$ cat src/rtl/csr_issue_sequencer_if.sv
// Shared micro-op/branch types and the issue-side bus of csr_issue_sequencer.
// OUT_stallCycles exists only when CSRSEQ_STALL_CNT_EN is defined.
package csr_seq_pkg;
    localparam int SQN_W = 6;

    typedef enum logic [2:0] {
        CSR_R   = 3'd0,
        CSR_RW  = 3'd1,
        CSR_RS  = 3'd2,
        CSR_RC  = 3'd3,
        CSR_RWI = 3'd4,
        CSR_RSI = 3'd5,
        CSR_RCI = 3'd6
    } csr_op_e;

    typedef struct packed {
        logic [SQN_W-1:0] sqN;
        csr_op_e          opcode;
        logic [31:0]      imm;
        logic [31:0]      srcA;
        logic [31:0]      pc;
        logic [4:0]       nmDst;
        logic [6:0]       tagDst;
        logic             compressed;
        logic             valid;
    } EX_UOp;

    typedef struct packed {
        logic             taken;
        logic [SQN_W-1:0] sqN;
    } BranchProv;
endpackage

interface csr_issue_sequencer_if;
    import csr_seq_pkg::*;

    EX_UOp            IN_uop;
    logic             OUT_ready;
    BranchProv        IN_branch;
    logic [SQN_W-1:0] IN_commitSqN;
    EX_UOp            OUT_uop;
    logic             OUT_busy;
`ifdef CSRSEQ_STALL_CNT_EN
    logic [31:0]      OUT_stallCycles;

    modport master (
        output IN_uop, IN_branch, IN_commitSqN,
        input  OUT_ready, OUT_uop, OUT_busy, OUT_stallCycles
    );
    modport slave (
        input  IN_uop, IN_branch, IN_commitSqN,
        output OUT_ready, OUT_uop, OUT_busy, OUT_stallCycles
    );
`else
    modport master (
        output IN_uop, IN_branch, IN_commitSqN,
        input  OUT_ready, OUT_uop, OUT_busy
    );
    modport slave (
        input  IN_uop, IN_branch, IN_commitSqN,
        output OUT_ready, OUT_uop, OUT_busy
    );
`endif
endinterface

$ cat src/rtl/csr_issue_sequencer.sv
// In-order CSR micro-op queue; writes are released only when oldest and serialized until commit.
// Optional stall-cycle counter enabled by CSRSEQ_STALL_CNT_EN.
module csr_issue_sequencer
    import csr_seq_pkg::*;
#(
    parameter int DEPTH = 4,
    parameter int SQN_W = csr_seq_pkg::SQN_W
) (
    input logic                  clk,
    input logic                  rst,
    csr_issue_sequencer_if.slave bus_io
);
    localparam int PTR_W = $clog2(DEPTH);
    localparam int CNT_W = PTR_W + 1;
    localparam logic [CNT_W-1:0] FULL_CNT = CNT_W'(DEPTH);

    typedef enum logic [0:0] {
        IDLE        = 1'b0,
        WAIT_RETIRE = 1'b1
    } state_e;

    // a is strictly younger than b: signed difference at SQN_W bits is positive
    function automatic logic sqn_younger(input logic [SQN_W-1:0] a, input logic [SQN_W-1:0] b);
        logic [SQN_W-1:0] diff;
        diff = a - b;
        return (diff != {SQN_W{1'b0}}) && !diff[SQN_W-1];
    endfunction

    EX_UOp            mem_q [DEPTH];
    logic [PTR_W-1:0] head_q, head_d;
    logic [PTR_W-1:0] tail_q, tail_d;
    logic [CNT_W-1:0] count_q, count_d;
    state_e           state_q;
    logic [SQN_W-1:0] last_sqn_q;
    EX_UOp            out_uop_q;
    logic             ready_q;
    logic             busy_q;

    logic [CNT_W-1:0] keep_cnt_s;
    logic [PTR_W-1:0] idx_s;
    logic [PTR_W-1:0] tail_flush_s;
    EX_UOp            head_uop_s;
    EX_UOp            issue_uop_s;
    logic             issue_s;
    logic             drop_s;
    logic             enq_s;

    // Flush truncation, then issue from the surviving head, then enqueue behind the new tail
    always_comb begin
        keep_cnt_s = count_q;
        idx_s      = head_q;
        // Descending scan so the oldest younger-than-branch entry sets the survivor count
        for (int i = DEPTH - 1; i >= 0; i--) begin
            idx_s      = head_q + PTR_W'(i);
            keep_cnt_s = (bus_io.IN_branch.taken && (CNT_W'(i) < count_q) &&
                          sqn_younger(mem_q[idx_s].sqN, bus_io.IN_branch.sqN)) ? CNT_W'(i) : keep_cnt_s;
        end

        tail_flush_s = (keep_cnt_s != count_q) ? (head_q + keep_cnt_s[PTR_W-1:0]) : tail_q;
        head_uop_s   = mem_q[head_q];

        issue_s = (state_q == IDLE) && (keep_cnt_s != {CNT_W{1'b0}}) &&
                  ((head_uop_s.opcode == CSR_R) || (head_uop_s.sqN == bus_io.IN_commitSqN));

        if (issue_s) begin
            issue_uop_s       = head_uop_s;
            issue_uop_s.valid = 1'b1;
        end else begin
            issue_uop_s = '0;
        end

        drop_s  = bus_io.IN_branch.taken && sqn_younger(bus_io.IN_uop.sqN, bus_io.IN_branch.sqN);
        enq_s   = bus_io.IN_uop.valid && (count_q != FULL_CNT) && !drop_s;

        count_d = keep_cnt_s - CNT_W'(issue_s) + CNT_W'(enq_s);
        head_d  = head_q + PTR_W'(issue_s);
        tail_d  = tail_flush_s + PTR_W'(enq_s);
    end

    // Queue storage; contents beyond count are never observed, so no reset is needed
    always_ff @(posedge clk) begin
        if (enq_s) begin
            mem_q[tail_flush_s] <= bus_io.IN_uop;
        end else begin
            mem_q[tail_flush_s] <= mem_q[tail_flush_s];
        end
    end

    // Pointers, count, release FSM and registered outputs
    always_ff @(posedge clk or posedge rst) begin
        if (rst) begin
            head_q     <= {PTR_W{1'b0}};
            tail_q     <= {PTR_W{1'b0}};
            count_q    <= {CNT_W{1'b0}};
            state_q    <= IDLE;
            last_sqn_q <= {SQN_W{1'b0}};
            out_uop_q  <= '0;
            ready_q    <= 1'b1;
            busy_q     <= 1'b0;
        end else begin
            head_q    <= head_d;
            tail_q    <= tail_d;
            count_q   <= count_d;
            out_uop_q <= issue_uop_s;
            ready_q   <= (count_d != FULL_CNT);
            case (state_q)
                IDLE: begin
                    if (issue_s && (head_uop_s.opcode != CSR_R)) begin
                        state_q    <= WAIT_RETIRE;
                        last_sqn_q <= head_uop_s.sqN;
                        busy_q     <= 1'b1;
                    end else begin
                        state_q    <= IDLE;
                        last_sqn_q <= last_sqn_q;
                        busy_q     <= (count_d != {CNT_W{1'b0}});
                    end
                end
                WAIT_RETIRE: begin
                    last_sqn_q <= last_sqn_q;
                    // The latched write was oldest when released, so no flush can cancel it
                    if (sqn_younger(bus_io.IN_commitSqN, last_sqn_q)) begin
                        state_q <= IDLE;
                        busy_q  <= (count_d != {CNT_W{1'b0}});
                    end else begin
                        state_q <= WAIT_RETIRE;
                        busy_q  <= 1'b1;
                    end
                end
                default: begin
                    state_q    <= IDLE;
                    last_sqn_q <= last_sqn_q;
                    busy_q     <= (count_d != {CNT_W{1'b0}});
                end
            endcase
        end
    end

    assign bus_io.OUT_uop   = out_uop_q;
    assign bus_io.OUT_ready = ready_q;
    assign bus_io.OUT_busy  = busy_q;

`ifdef CSRSEQ_STALL_CNT_EN
    logic [31:0] stall_q;

    // Saturating count of cycles with queued work but no release
    always_ff @(posedge clk or posedge rst) begin
        if (rst) begin
            stall_q <= 32'd0;
        end else if ((count_q != {CNT_W{1'b0}}) && !issue_s && (stall_q != 32'hFFFF_FFFF)) begin
            stall_q <= stall_q + 32'd1;
        end else begin
            stall_q <= stall_q;
        end
    end

    assign bus_io.OUT_stallCycles = stall_q;
`endif
endmodule

$ cat src/flat_wrapper.sv
// flat-port wrapper written by rule: the top's interface ports become plain ports
module csr_issue_sequencer_flat import csr_seq_pkg::*;
#(
    parameter int DEPTH = 4,
    parameter int SQN_W = csr_seq_pkg::SQN_W
)
  (clk, rst, bus_io_IN_uop, bus_io_IN_branch, bus_io_IN_commitSqN, bus_io_OUT_ready, bus_io_OUT_uop, bus_io_OUT_busy);
  csr_issue_sequencer_if bus_io_i ();
  input logic clk;
  input logic rst;
  input wire logic [$bits(bus_io_i.IN_uop)-1:0] bus_io_IN_uop;
  input wire logic [$bits(bus_io_i.IN_branch)-1:0] bus_io_IN_branch;
  input wire logic [$bits(bus_io_i.IN_commitSqN)-1:0] bus_io_IN_commitSqN;
  output wire logic [$bits(bus_io_i.OUT_ready)-1:0] bus_io_OUT_ready;
  output wire logic [$bits(bus_io_i.OUT_uop)-1:0] bus_io_OUT_uop;
  output wire logic [$bits(bus_io_i.OUT_busy)-1:0] bus_io_OUT_busy;
  assign bus_io_i.IN_uop = bus_io_IN_uop;
  assign bus_io_i.IN_branch = bus_io_IN_branch;
  assign bus_io_i.IN_commitSqN = bus_io_IN_commitSqN;
  assign bus_io_OUT_ready = bus_io_i.OUT_ready;
  assign bus_io_OUT_uop = bus_io_i.OUT_uop;
  assign bus_io_OUT_busy = bus_io_i.OUT_busy;
  csr_issue_sequencer #(.DEPTH(DEPTH), .SQN_W(SQN_W)) u_core (.clk(clk), .rst(rst), .bus_io(bus_io_i));
endmodule
$ cat config.mk
export PLATFORM = sky130hd
export DESIGN_NAME = csr_issue_sequencer_flat
export DESIGN_NICKNAME = d
export VERILOG_FILES = /design/src/rtl/csr_issue_sequencer_if.sv /design/src/rtl/csr_issue_sequencer.sv /design/src/flat_wrapper.sv
export SDC_FILE = /design/constraint.sdc
export NUM_CORES = 1
export LEC_CHECK = 0
export CAP_MARGIN = 20
export CORE_MARGIN = 8
export CORE_UTILIZATION = 40
export DETAILED_ROUTE_END_ITERATION = 6
export PLACE_DENSITY = 0.57
export SYNTH_ARGS = -nofsm -noshare
export SYNTH_HDL_FRONTEND = slang
export SYNTH_SLANG_ARGS = --single-unit
$ cat constraint.sdc
create_clock -name clk -period 15.6 [get_ports clk]
set_clock_uncertainty 0.2 [all_clocks]
set_input_delay 1.56 -clock clk [delete_from_list [all_inputs] [get_ports clk]]
set_output_delay 1.56 -clock clk [all_outputs]
set_load 0.01 [all_outputs]
==> impl_metrics.yaml <==
worst_setup_path:
  crit_arrival_ps: 7190
  crit_fanout: 66
  critPathLaunchType: "flip-flop"
  critPathKind: "flip-flop to flip-flop"
  cp_slowest_stage_delay_ps: 830
  r2r_start: "u_core.head_q[1]"
  crit_start: "u_core.head_q[1]"
  cp-end-kind: "flip-flop"
  crit_chain: "buf_4 -> mux2i_1 -> mux2i_1 -> inv_1 -> ha_1 -> fa_1 -> nand2b_1 -> a21oi_1 -> xor2_1 -> o311a_1 -> a21oi_1 -> a21oi_1 -> o22a_1 -> ha_1 -> xnor2_1 -> nor2_1 -> a211o_1 -> a21oi_4 -> buf_4 -> buf_4"
  slowest_stage: "buf_4"
  required_ps: 15620
sta:
  finalCriticalPeriod_ps: 7170
  finalHoldViolations: 0
  slew_headroom_pct: 29.6
  tightest_slew_ps: 1060
  whs_ps: 300
  finalSetupViolCount: 0
  finalSetupTns_ps: 0
  rsz0062_at_grt: "false"
  slew_viol_final: 0
  fin_crit_sh_pct: 46.0
  fmax_mhz: 140
global_route:
  grt_max_degree: 87
  grt_pass1_wl_um: 79100
  first_global_vias: 12471
  antenna_found_initial: 11
  grt-ovfl-total: 0
  grt.total_usage_pct: 15.5
yosys:
  synth_top_area_cell: "edfxtp_1"
  synth_flop_cell: "edfxtp_1"
  seq_area_frac_synth_pct: 75.0
  ys_warn_count: 0
  async_flop_share_pct: 22.2
  synth-seq-cells: 607
  synthTopCellsByArea: "edfxtp_1 (61%), dfrtp_1 (14%), mux4_2 (12%)"
  synth_area_um2: 23400
  syn_avg_cell_area_um2: 19.8
  synth_enable_flop_cells: 472
  syn-num-nets: 1356
  synthCells: 1180
  synth_top_area_share_pct: 60.6
  yosysUniqueCellTypes: 54
final_layout:
  regArea_um2: 17600
  instances_no_fill: 2286
  drive_gt1_share_pct: 17.2
  nNetsFinal: 1642
  multi_input_area_um2: 5610
  area_delta_synth_final_pct: 23.8
  utilization_pct: 50.1
  fill_cells: 4743
detailed_routing:
  firstDrtPassIters: 4
  ant_nets: 0
  wirelength_um: 51900
  via_count: 11476
  vias_per_cell: 5.02
  drt_iter0_markers: 590
  drc: 0
  avgRoutedWirePerCell_um: 22.7
cts:
  insertion_delay_ps: 610
  cts_buffers: 58
  clockBufferDepth: 3
  htreeDepth: 2
  clk_pin_slew_ps: 60
  cts_setup_buffers: 0
  hold_buffers: 0
  cts_tree: "yes"
  cts_root_buf: "clkbuf_16"
  ctsResizeCount: 0
  clkSinkCount: 607
power:
  p_int_mw: 4.59
  swShare_pct: 32.0
  switching_power_mw: 2.16
  pwr-share-seq_pct: 42.3
  max-vdd-ir-drop_mv: 0.248
  p_clk_share_pct: 21.3
  p_leak_nw: 10.2
  pwr-share-comb_pct: 36.4
  power_density_nw_per_um2: 233
floorplan:
  die-area_um2: 66500
  rows: 88
  die_h_um: 258
  initial_utilization_pct: 40.5
  io_pins: 255
  core_area_um2: 57800
  die_w_um: 258
placed_design:
  dp_cells: 2170
  dpl.hpwl_um: 32200
  gp_congestion: 0.808
  numPortBuffers: 254
hold_path:
  min_from: "u_core.last_sqn_q[0]"
  hold_class: "flip-flop to flip-flop"
status:
  status: "finished clean"
job:
  max_cap_viol_count: 0
metrics by stage:
stage	worst slack, ps	instance area [um2]	power [mW]
global route	7840	29000	7.16
finish	8430	29000	6.75
detailed placement	8040	26900	5.41
CTS	8260	28900	6.88
floorplan	1940	23400	4.59
global placement	8110	26900	5.37
routing by layer:
layer,GRT usage [%],wire length (um),vias to the layer above
met2,25.0,25300,233
met4,3.64,842,8
met3,3.98,2840,62
met5,0,55,-
li1,-,-,5154
met1,21.2,22800,6019
cell type report:
| class | count | share of cell area, % |
|---|---|---|
| multi-input cells | 497 | 19.4 |
| repair buffers | 270 | 9.30 |
| flip-flops and latches | 607 | 60.6 |
| clock inverters | 29 | 1.04 |
| diodes | 5 | 0.0432 |
| inverters | 32 | 0.432 |
| clock buffers | 81 | 5.87 |
| well taps | 765 | 3.30 |
worst paths after layout:
path | endpoint | cells after the start | slack, ps
setup / recovery | u_core.mem_q[2][2] | 20 | 8430
hold / removal | u_core.last_sqn_q[0] | 1 | 300
setup reg to reg | u_core.mem_q[2][2] | 20 | 8430
hold reg to reg | u_core.last_sqn_q[0] | 1 | 300
max in group asynchronous | u_core.bus_io.OUT_uop[6] | 3 | 12690
min in group asynchronous | u_core.bus_io.OUT_uop[1] | 2 | 1300
kinds of logic after synthesis:
family / count (synthesis) / share of synthesized area (%)
fa+ha+maj: 42 / 2.47
flops: 607 / 75.0
buf+inv: 76 / 1.31
mux: 147 / 12.9
compound gates: 69 / 1.94
xor+xnor: 36 / 1.35
simple gates: 203 / 4.98
power by group through the flow:
| stage | sequential [mW] | combinational [mW] | clock, mW |
|---|---|---|---|
| finish | 2.86 | 2.45 | 1.44 |
| global route | 2.93 | 2.69 | 1.54 |
| CTS | 2.87 | 2.52 | 1.49 |
| detailed placement | 2.90 | 2.51 | 0 |
| global placement | 2.87 | 2.51 | 0 |
| floorplan | 3.05 | 1.55 | 0 |
registers in the layout, indices dropped and copies added, names as in the netlist:
register                 flops
u_core.bus_io.OUT_ready      1
u_core.bus_io.OUT_uop      119
u_core.head_q                2
u_core.tail_q                2
u_core.count_q               3
u_core.bus_io.OUT_busy       1
u_core.state_q               1
u_core.last_sqn_q            6
u_core.mem_q               472
cells in the mapped netlist, types with 2 or more instances:
master,count
a211o_1,2
a21o_1,3
a21oi_1,21
a31oi_1,2
and2_1,7
buf_1,4
buf_2,11
clkbuf_1,28
dfrtp_1,134
edfxtp_1,472
fa_1,7
ha_1,35
inv_1,31
mux2_2,4
mux2i_1,18
mux4_2,124
nand2_1,14
nand2b_1,11
nand3_1,7
nand3b_1,3
nor2_1,28
nor2b_1,113
nor3_1,3
o211ai_1,2
o21a_1,4
o21ai_0,15
o21bai_1,2
o22ai_1,4
o311a_1,2
o32ai_1,2
or2_2,7
or3_1,3
or4_1,2
xnor2_1,13
xor2_1,23
critical path, delay by kind of cell (launching register included):
family / cells / cell delay (ps)
flip-flops: 1 / 610
AO/OA/AOI/OAI: 7 / 1320
AND/OR/NAND/NOR: 2 / 280
buffers and inverters: 4 / 2460
multiplexers: 2 / 410
adder cells (fa/ha/maj): 3 / 830
XOR/XNOR: 2 / 470
cell usage in the layout (no fill, tap or decap), types with 3 or more instances in the layout:
master,synthesis,layout
dfrtp_1,134,132
clkbuf_1,28,9
bufinv_16,0,5
mux4_2,124,124
xor2_1,23,23
or2_2,7,7
o21ai_0,15,15
clkinv_2,0,12
o22ai_1,4,4
nand3b_1,3,3
edfxtp_1,472,472
nand2b_1,11,11
nand3_1,7,7
xnor2_1,13,13
mux2i_1,18,18
a21oi_1,21,19
clkdlybuf4s50_1,0,254
nor2b_1,113,113
nand2_1,14,14
nor2_1,28,28
and2_1,7,7
nor3_1,3,3
clkbuf_16,0,60
or3_1,3,3
a21o_1,3,3
clkbuf_8,0,12
mux2_2,4,4
ha_1,35,35
o21a_1,4,4
buf_4,0,14
inv_1,31,30
diode_2,0,5
fa_1,7,7
clkinv_1,0,6
No activity file was read; power rests on OpenSTA's default activity.
